File: config.mk
export PLATFORM = sky130hd
export DESIGN_NAME = mux8_valve_sequencer
export DESIGN_NICKNAME = d
export VERILOG_FILES = /design/src/rtl/mux8_valve_sequencer.sv
export SDC_FILE = /design/constraint.sdc
export NUM_CORES = 1
export LEC_CHECK = 0
export CORE_MARGIN = 4
export CORE_UTILIZATION = 30
export CTS_BUF_LIST = sky130_fd_sc_hd__clkbuf_4 sky130_fd_sc_hd__clkbuf_8
export DETAILED_ROUTE_END_ITERATION = 10
export GPL_TIMING_DRIVEN = 0
export PLACE_DENSITY_LB_ADDON = 0.25
export SETUP_SLACK_MARGIN = 0.5
export SYNTH_ARGS = -nofsm -noshare
export SYNTH_HDL_FRONTEND = slang
export SYNTH_SLANG_ARGS = --single-unit
File: constraint.sdc
create_clock -name clk -period 2.1 [get_ports clk]
set_clock_uncertainty 0.05 [all_clocks]
set_input_delay 0.525 -clock clk [delete_from_list [all_inputs] [get_ports clk]]
set_output_delay 0.525 -clock clk [all_outputs]
set_load 0.05 [all_outputs]
File: src/rtl/mux8_valve_sequencer.sv
// mux8_valve_sequencer
// Drives the six pneumatic control lines (c1..c6) of an 8:1 valve multiplexer.
// Each request runs a break-before-make sequence:
//   OPEN (T_ACT cycles) -> FLOW (dwell cycles) -> CLOSE (T_ACT cycles) -> IDLE.
// Every output is a flop. All flops load from the next-state logic, so the
// outputs always match the state they describe.
module mux8_valve_sequencer #(
  parameter int   T_ACT        = 8,
  parameter int   DWELL_W      = 16,
  parameter logic CLOSED_LEVEL = 1'b1
) (
  input  logic               clk,
  input  logic               rst,
  input  logic               req_valid,
  output logic               req_ready,
  input  logic [2:0]         req_sel,
  input  logic [DWELL_W-1:0] req_dwell,
  input  logic               abort,
  output logic [5:0]         valve_ctrl,
  output logic               flow_active,
  output logic               busy,
  output logic               done,
  output logic               aborted,
  output logic [2:0]         cur_sel
);

  localparam logic [1:0] S_IDLE  = 2'd0;
  localparam logic [1:0] S_OPEN  = 2'd1;
  localparam logic [1:0] S_FLOW  = 2'd2;
  localparam logic [1:0] S_CLOSE = 2'd3;

  // Counters are loaded with length-1 and a phase ends when the counter reads zero.
  localparam logic [7:0]         PHASE_LOAD = 8'(T_ACT - 1);
  localparam logic [DWELL_W-1:0] DWELL_ONE  = 1;
  localparam logic [5:0]         ALL_CLOSED = {6{CLOSED_LEVEL}};

  logic [1:0]         state_q, state_d;
  logic [7:0]         phase_q, phase_d;
  logic [DWELL_W-1:0] dwell_q, dwell_d;
  logic [2:0]         cur_sel_q, cur_sel_d;
  logic               aborted_q, aborted_d;
  logic [5:0]         valve_ctrl_q, valve_ctrl_d;
  logic               flow_active_q, flow_active_d;
  logic               busy_q, busy_d;
  logic               req_ready_q, req_ready_d;
  logic               done_q, done_d;

  logic [5:0] open_mask;
  logic [5:0] path_ctrl;

  // Each select bit opens exactly one valve of its pair, so no pair can open together.
  for (genvar gi = 0; gi < 3; gi++) begin : g_pair
    assign open_mask[2*gi]   = ~cur_sel_d[gi];
    assign open_mask[2*gi+1] =  cur_sel_d[gi];
  end

  // An open bit flips its line away from the closed level. All other lines stay closed.
  assign path_ctrl = open_mask ^ ALL_CLOSED;

  // Sequencer next-state logic and next values of the registered outputs.
  always_comb begin
    state_d   = state_q;
    phase_d   = phase_q;
    dwell_d   = dwell_q;
    cur_sel_d = cur_sel_q;
    aborted_d = aborted_q;
    done_d    = 1'b0;

    case (state_q)
      S_IDLE: begin
        // An abort in the same cycle as an accept is ignored.
        if (req_valid) begin
          state_d   = S_OPEN;
          phase_d   = PHASE_LOAD;
          dwell_d   = req_dwell;
          cur_sel_d = req_sel;
          aborted_d = 1'b0;
        end
      end
      S_OPEN: begin
        if (abort) begin
          state_d   = S_CLOSE;
          phase_d   = PHASE_LOAD;
          aborted_d = 1'b1;
        end else if (phase_q == 8'd0) begin
          if (dwell_q == '0) begin
            state_d = S_CLOSE;
            phase_d = PHASE_LOAD;
          end else begin
            state_d = S_FLOW;
            dwell_d = dwell_q - DWELL_ONE;
          end
        end else begin
          phase_d = phase_q - 8'd1;
        end
      end
      S_FLOW: begin
        if (abort) begin
          state_d   = S_CLOSE;
          phase_d   = PHASE_LOAD;
          aborted_d = 1'b1;
        end else if (dwell_q == '0) begin
          state_d = S_CLOSE;
          phase_d = PHASE_LOAD;
        end else begin
          dwell_d = dwell_q - DWELL_ONE;
        end
      end
      default: begin
        // CLOSE: the full closing time always elapses. Abort has no effect here.
        if (phase_q == 8'd0) begin
          state_d = S_IDLE;
          done_d  = 1'b1;
        end else begin
          phase_d = phase_q - 8'd1;
        end
      end
    endcase

    valve_ctrl_d  = ((state_d == S_OPEN) || (state_d == S_FLOW)) ? path_ctrl : ALL_CLOSED;
    flow_active_d = (state_d == S_FLOW);
    busy_d        = (state_d != S_IDLE);
    req_ready_d   = (state_d == S_IDLE);
  end

  // State and output registers. Reset closes every valve at once.
  always_ff @(posedge clk or posedge rst) begin
    if (rst) begin
      state_q       <= S_IDLE;
      phase_q       <= 8'd0;
      dwell_q       <= '0;
      cur_sel_q     <= 3'd0;
      aborted_q     <= 1'b0;
      valve_ctrl_q  <= ALL_CLOSED;
      flow_active_q <= 1'b0;
      busy_q        <= 1'b0;
      req_ready_q   <= 1'b1;
      done_q        <= 1'b0;
    end else begin
      state_q       <= state_d;
      phase_q       <= phase_d;
      dwell_q       <= dwell_d;
      cur_sel_q     <= cur_sel_d;
      aborted_q     <= aborted_d;
      valve_ctrl_q  <= valve_ctrl_d;
      flow_active_q <= flow_active_d;
      busy_q        <= busy_d;
      req_ready_q   <= req_ready_d;
      done_q        <= done_d;
    end
  end

  assign valve_ctrl  = valve_ctrl_q;
  assign flow_active = flow_active_q;
  assign busy        = busy_q;
  assign req_ready   = req_ready_q;
  assign done        = done_q;
  assign aborted     = aborted_q;
  assign cur_sel     = cur_sel_q;

endmodule

Yosys cells after proc, flatten, opt, wreduce, memory -nomap -nowiden
Cells that the tools add are included.

operators by class
  add/subtract/negate cells = 2
  $mul = 0
  div/mod/pow operators = 0
  magnitude comparators = 0
  eq/ne operators = 10
  shifts and indexed selects = 0
  multiplexer cells = 29
  bitwise logic cells = 4
  reduce and logical (&&, ||, !) cells = 13

operators by type and width
  kind                     count
  $mux W16                 5
  $mux W8                  6
  $pmux W16 S3             1
  $pmux W8 S3              1
  $logic_not A16 Y1        1
  $sub A16 B1 Y16 const B  1
  $mux W2                  6
  $logic_not A8 Y1         1
  $ne A2 B2 Y1 const B     4
  $sub A8 B1 Y8 const B    1
  $mux W3                  2
  $mux W6                  1
  $not A6 Y6               1
  $pmux W2 S3              1
  $mux W1                  5
  $reduce_and A5 Y1        1
  $eq A2 B1 Y1 const B     2
  $eq A2 B2 Y1 const B     2
  $logic_not A2 Y1         2
  $ne A4 B1 Y1 const B     1
  $reduce_bool A2 Y1       2
  $not A1 Y1               3
  $reduce_and A3 Y1        1
  $reduce_bool A3 Y1       1
  6 further kinds          6

word-level totals
  bits in registers = 40
  bits in latches = 0
  RAM bits = 0
  memory bits (read-only) = 0
  bits of input ports = 23
  word-level logic and storage cells = 68
  memories kept = 0

Longest topological paths before layout
Gate-level depths: netlist (run 1).

  word-level depth = 8
  depth in mapped cells = 10

Worst setup path after synthesis (run 1)
OpenSTA, ideal clock, no wires.

  path kind = register to register
  from = register dwell_q[0]
  to = register valve_ctrl_q[0] (netlist: valve_ctrl[0])
  setup time = 82 ps
  data arrival time = 2,184 ps
  required time = 1,968 ps
  slack = -216 ps
  stages on the path, launching flop included = 11
  clock period less this slack = 2,316 ps
  cells stage by stage = dfrtp_1 > inv_1 > ha_1 > nor4b_1 > and4_1 > clkbuf_1 > nand2_1 > a21oi_1 > o22ai_1 > ha_1 > nand2_1

on the way
  cells in the longest elaborated chain, start to end = 8
  elaborated cells between the ends (all ways) = 11

RTL lines
  element                                       line     text
  from (decl)                                   39       logic [DWELL_W-1:0] dwell_q, dwell_d;
  from (signal assigned)                        142      dwell_q <= dwell_d;
  $logic_not A16 Y1 (*)                         86, 102
  $mux W1                                       86       if (dwell_q == '0) begin
  $mux W2                                       85       end else if (phase_q == 8'd0) begin
  $mux W2                                       81       if (abort) begin
  $pmux W2 S3 (*)                               69       case (state_q)
  $eq A2 B1 Y1 or $eq A2 B2 Y1 (tied branches)  120      valve_ctrl_d = ((state_d == S_OPEN) || (state_d == S_FLOW)) ? path_ctrl : ALL_CLOSED;
  $logic_or A1 B1 Y1 (*)                        120
  $mux W6 (*)                                   120
  via valve_ctrl_d[0]                           42       logic [5:0] valve_ctrl_q, valve_ctrl_d;
  to (signal assigned)                          145      valve_ctrl_q <= valve_ctrl_d;
  to (decl)                                     42

The timed path passes the listed nets; every way through them passes the cells marked *.
A chain may end at the register's enable or synchronous reset.

Worst setup path after layout (run 1)
  from = register phase_q[3]
  to = register valve_ctrl_q[0] (netlist: valve_ctrl[0])

on the way
  cells in the longest elaborated chain, start to end = 7
  elaborated cells between the ends (all ways) = 9

RTL lines
  element                                       line     text
  from (decl)                                   38       logic [7:0] phase_q, phase_d;
  from (signal assigned)                        141      phase_q <= phase_d;
  $logic_not A8 Y1 (*)                          85, 111
  $mux W2                                       85
  $mux W2                                       81
  $pmux W2 S3 (*)                               69
  $eq A2 B1 Y1 or $eq A2 B2 Y1 (tied branches)  120
  $logic_or A1 B1 Y1 (*)                        120
  $mux W6 (*)                                   120
  via valve_ctrl_d[0]                           42

Marked as above.

==> results of run 1 <==
==> per-stage QoR <==
| step | setup slack (ns) | setup TNS (ns) | std cells | hold slack, ns | cell area [um2] |
|---|---|---|---|---|---|
| 2_1_floorplan | 0.0960 | 0 | 268 | 0.428 | 2530 |
| 3_3_place_gp | -0.393 | -16.59 | 405 | 0.468 | 3010 |
| 3_5_place_dp | -0.274 | -3.84 | 406 | 0.469 | 3030 |
| 4_1_cts | -0.0313 | -0.461 | 432 | 0.438 | 3380 |
| 5_1_grt | -0.204 | -4.80 | 448 | 0.442 | 3630 |
| 6_report | -0.111 | -1.94 | 448 | 0.429 | 3630 |
==> path summary, 6_finish.rpt <==
check / start / endpoint / depth (start not counted)
max: phase_q[3] / valve_ctrl[0] / 8
min: rst / dwell_q[5] / 2
max reg2reg: phase_q[3] / valve_ctrl[0] / 8
min reg2reg: phase_q[4] / phase_q[4] / 1
max in group asynchronous: rst / req_ready / 3
min in group clk: phase_q[4] / phase_q[4] / 1
==> logic make-up (layout without fill, tap and decap cells) <==
family | after synthesis | count (layout) | synth area share
buffers and inverters | 30 | 108 | 0.0558
flip-flops | 40 | 40 | 0.417
AND/OR/NAND/NOR | 92 | 92 | 0.189
adder cells (fa/ha/maj) | 10 | 10 | 0.0517
AO/OA/AOI/OAI | 92 | 92 | 0.268
multiplexers | 4 | 4 | 0.0181
==> timing repair <==
item                       4_1_cts  5_1_grt
setup endpoints to repair       51       45
cloned                           0        2
gates resized for setup        109       29
pin swaps                       10       10
hold endpoints to repair         0        0
buffers inserted                18       14
==> cell usage after synthesis (4+ instances only) <==
cell type / n / area share
a21boi_0: 4 / 0.012
a21oi_1: 17 / 0.035
a31oi_1: 11 / 0.028
clkbuf_1: 8 / 0.012
dfrtp_1: 33 / 0.34
dfstp_2: 7 / 0.076
ha_1: 10 / 0.052
inv_1: 18 / 0.028
nand2_1: 25 / 0.039
nor2_1: 28 / 0.043
nor3_1: 10 / 0.021
nor3b_1: 4 / 0.012
nor4_1: 5 / 0.013
o21ai_0: 13 / 0.027
o21ai_1: 8 / 0.017
o22a_1: 13 / 0.047
o31ai_1: 5 / 0.016
or3_1: 6 / 0.016
==> metal layers <==
metal  vias to the layer above  part of all wire  track usage  wire, um
met5                         -                 0            0         0
met4                         0             0.011       0.0469        78
met3                         5             0.064       0.0414       442
met2                        57              0.47        0.216      3250
met1                      1142              0.45        0.194      3120
li1                       1139                 -            -         -
==> worst max-delay path, delay by kind of cell, from the launching register on <==
family / cells / cell delay [ns]
flip-flops: 1 / 0.41
AO/OA/AOI/OAI: 2 / 0.31
adder cells (fa/ha/maj): 1 / 0.33
AND/OR/NAND/NOR: 4 / 0.88
buffers and inverters: 1 / 0.16
==> flip-flops by register name (all words and copies together) (netlist names) <==
name	count
dwell_q	16
cur_sel	3
phase_q	8
req_ready	1
valve_ctrl	6
aborted	1
busy	1
state_q	2
done	1
flow_active	1
==> placed cells by master (no fill, tap or decap), types with 5 or more instances in the layout <==
cell / instances
o22a_1: 12
nand2_1: 22
buf_6: 6
buf_4: 30
buf_2: 5
a31oi_1: 9
dfrtp_1: 31
dfstp_2: 7
clkdlybuf4s50_1: 21
inv_1: 13
buf_8: 6
clkbuf_8: 8
nor3_1: 7
nor2_1: 27
inv_2: 5
o21ai_0: 10
o31ai_1: 5
or3_1: 6
a21oi_1: 13
o21ai_1: 7
==> layout make-up <==
| class | count | area (um2) |
|---|---|---|
| Timing Repair Buffer | 70 | 656 |
| Clock inverter | 3 | 23.8 |
| Buffer | 12 | 120 |
| Tap cell | 102 | 128 |
| Fill cell | 766 | 4140 |
| Multi-Input combinational cell | 198 | 1560 |
| Clock buffer | 5 | 68.8 |
| Inverter | 18 | 67.6 |
| Sequential cell | 40 | 1010 |
==> flow_metrics.tcl, run 1 <==
set metrics [dict create \
    timing.critical_path.fanout_max 6 \
    failing_checks "setup timing" \
    pins_over_slew_limit 0 \
    clk_latency_ns 0.30 \
    post_synth_num_cell_types 47 \
    finish.utilization 0.468 \
    number_of_primary_i_o_pins 37 \
    yosys_reg_bits 40 \
    syn_nets 301 \
    globalplace.congestion 0.820 \
    clock_tree.root_cell "clkbuf_8" \
    detail_route.iter0.violations 118 \
    grt_remaining_overflow 0 \
    postSynthCellCount 268 \
    critPathKind "reg -> reg" \
    timing.critical_path.to_type "flop" \
    max_cap_viol_count 0 \
    grt_setup_unrepaired "yes" \
    synthArstFlopShare 1.00 \
    final.setup.worst_slack_ns -0.111 \
    num_rows 32 \
    worst_path_max_delay_cell "or4_4" \
    cts.sink_count 40 \
    number_of_antenna_repair_diodes 0 \
    yosys_warnings 0 \
    ys.flop_type "dfrtp_1" \
    post-route-period-util 1.05 \
    critPathMaxStageDelay_ns 0.57 \
    detail_route.first_pass.iterations 4 \
    detail_route.vias_per_cell 5.23 \
    die_x_um 97.8 \
    route.detailed.wl_per_inst_um 15.4 \
    maxSlewHeadroom 0.585 \
    tritoncts_clock_tree "built" \
    crit_chain "or4_4 > buf_4 > nor3_4 > nand2_1 > a21oi_2 > o22ai_4 > ha_4 > nand2_1" \
    period_minus_slack_ns 2.21 \
    cts_made_buffers 5 \
    proportion_of_synthesized_chip_area_in_sequential_cells 0.417 \
    drc 0 \
    die_height_um 97.8 \
    post_detail_place_hpwl_um 4580 \
    crit_arrival_ns 2.40 \
    grt_max_degree 30 \
    drt.antenna.violating_nets 0 \
    finalSetupViolCount 23 \
    tightestPinTransition_ns 0.623 \
    total_routing_usage_gr 0.142 \
    path_common_cell "nand2_1" \
    coreArea_um2 7770 \
    place.port_buffers 35 \
    global_route_wire_length_before_repair_um 11300 \
    reg2reg_setup_slack_ns -0.11 \
    cts.reportedPaths.clkPinSlew_ns 0.09 \
    initial_utilization 0.312 \
    critPathLaunchType "flop" \
    area_growth_pct 50.1 \
    floorplan.die_area_um2 9570 \
    route.vias.total 2343 \
    outcome "finished, violations left" \
    antenna_found_initial 0 \
    cts_max_level 2 \
    synth.avg_cell_area_um2 9.03 \
    post_route_cells_drive_above_1_share 0.364 \
    cts_hold_repair.buffers 0 \
    fmax_mhz 452 \
    worstPathRequired_ns 2.29 \
    synth_edf_count 0 \
    holdCritPathClass "in -> async" \
    finalWirelength_um 6890 \
    post_synth_instance_area_um2 2420 \
    cts_buffer_depth 2 \
    hold_viol 0 \
    finalNetCount 378 \
    vias_in_the_first_global_route 2274 \
]
Power of run 1 is left out: the tool's default activity adds up to more than one toggle a clock period on the data nets, which glitch-free logic cannot reach.
==> inputs of run 2 (changes only) <==
--- a/config.mk
+++ b/config.mk
@@ -6,8 +6,8 @@
 export NUM_CORES = 1
 export LEC_CHECK = 0
 export CORE_MARGIN = 4
-export CORE_UTILIZATION = 30
-export CTS_BUF_LIST = sky130_fd_sc_hd__clkbuf_4 sky130_fd_sc_hd__clkbuf_8
+export CORE_UTILIZATION = 40
+export CTS_CLUSTER_DIAMETER = 100
 export DETAILED_ROUTE_END_ITERATION = 10
 export GPL_TIMING_DRIVEN = 0
 export PLACE_DENSITY_LB_ADDON = 0.25
==> flow_metrics.tcl, run 2 (same netlist as run 1, synthesis figures left out) <==
set metrics [dict create \
    total_routing_usage_gr 0.181 \
    outcome "finished, violations left" \
    detail_route.iter0.violations 206 \
    timing.critical_path.fanout_max 7 \
    postPlaceCellArea_um2 2980 \
    finalWirelength_um 7280 \
    hold_viol 0 \
    crit_chain "or4_4 > o41ai_4 > o211ai_4 > buf_6 > clkbuf_16 > o22a_1" \
    post_route_cells_drive_above_1_share 0.418 \
    cts_max_level 2 \
    critPathKind "reg -> reg" \
    worst_path_max_delay_cell "or4_4" \
    fmax_mhz 462 \
    largest_reg_flops 16 \
    post-route-period-util 1.03 \
    worstPathRequired_ns 2.23 \
    finalSetupViolCount 20 \
    critPathMaxStageDelay_ns 0.58 \
    detail_route.vias_per_cell 5.68 \
    num_rows 28 \
    holdCritPathClass "reg -> reg" \
    route.vias.total 2427 \
    final.setup.worst_slack_ns -0.0633 \
    cts.reportedPaths.clkPinSlew_ns 0.08 \
    tightestPinTransition_ns 0.858 \
    timing.critical_path.to_type "flop" \
    finalInstanceArea_um2 3790 \
    critPathLaunchType "flop" \
    crit_arrival_ns 2.29 \
    drc 0 \
    grt_max_degree 41 \
    number_of_primary_i_o_pins 37 \
    critical-path-top-delay-family "compound AO/OA/AOI/OAI gates" \
    cts_buffer_depth 2 \
    mostFrequentLayoutCell "buf_4" \
    detail_route.first_pass.iterations 4 \
    floorplan.die_area_um2 7360 \
    number_of_antenna_repair_diodes 0 \
    initial_utilization 0.411 \
    clock_tree.root_cell "clkbuf_8" \
    drt.antenna.violating_nets 0 \
    area_growth_pct 56.8 \
    post_detail_place_hpwl_um 4090 \
    die_x_um 85.8 \
    failing_checks "setup timing" \
    cts.sink_count 40 \
    max_cap_viol_count 0 \
    place.port_buffers 35 \
    route.detailed.wl_per_inst_um 17.0 \
    worstPathBufferInverterCount 2 \
    coreArea_um2 5890 \
    maxSlewHeadroom 0.427 \
    grt_remaining_overflow 0 \
    tritoncts_clock_tree "built" \
    global_route_wire_length_before_repair_um 10700 \
    clk_latency_ns 0.29 \
    antenna_found_initial 0 \
    most-common-layout-cells "buf_4 (34), dfrtp_1 (31), nor2_1 (25)" \
    vias_in_the_first_global_route 2259 \
    finalNetCount 384 \
    pins_over_slew_limit 0 \
    cts_made_buffers 5 \
    cts_hold_repair.buffers 0 \
    globalplace.congestion 0.871 \
    grt_setup_unrepaired "yes" \
    period_minus_slack_ns 2.16 \
    final.hold.worst_slack_ns 0.489 \
    setup-tns-final_ns -0.608 \
    die_height_um 85.8 \
    registers.top_by_ff_count "dwell_q" \
]
run 2: cell types whose count changed in the layout (fill, tap and decap cells not counted), sizes merged:
cell,change
inv,-1
bufinv,+1
clkdlybuf4s15,+1
clkbuf,-2
clkinv,-1
buf,+9
clkinvlp,-1
run 2: path summary, 6_finish.rpt:
kind,startpoint,end,slack [ns],depth (start not counted)
min in group asynchronous,rst,dwell_q[3],0.68,2
max reg2reg,phase_q[6],dwell_q[13],-0.06,6
min,cur_sel[2],cur_sel[2],0.49,1
max in group asynchronous,rst,dwell_q[8],0.73,2
min reg2reg,cur_sel[2],cur_sel[2],0.49,1
max,phase_q[6],dwell_q[13],-0.06,6
run 2: repair_timing:
action	CTS	global route
buffers inserted	22	16
gates resized for setup	90	81
endpoints found under the setup margin	50	49
gates cloned	1	2
pin swaps	11	10
run 2: cell type report:
class | instances | area [um2]
multi-input cells | 198 | 1660
well taps | 75 | 93.8
flip-flops and latches | 40 | 1010
clock buffers | 7 | 96.3
clock inverters | 1 | 30.0
plain buffers | 12 | 118
inverters | 18 | 73.8
repair buffers | 76 | 708
fillers | 463 | 2090
run 2: per-stage QoR:
step                      instances  utilization  setup slack [ns]
final                           427        0.645           -0.0633
after global routing            427        0.645            -0.160
after CTS                       409        0.571           -0.0463
after detailed placement        378        0.506            -0.252
after global placement          378        0.506            -0.314
after floorplan                 268            -            0.0960
run 2: per-layer routing:
| layer | GRT usage | vias to the layer above | wire length (um) |
|---|---|---|---|
| li1 | - | 1149 | - |
| met1 | 0.231 | 1198 | 3110 |
| met2 | 0.294 | 66 | 3560 |
| met3 | 0.0538 | 14 | 482 |
| met4 | 0.0561 | 0 | 129 |
| met5 | 0 | - | 0 |
Power of run 2 is left out for the same reason.
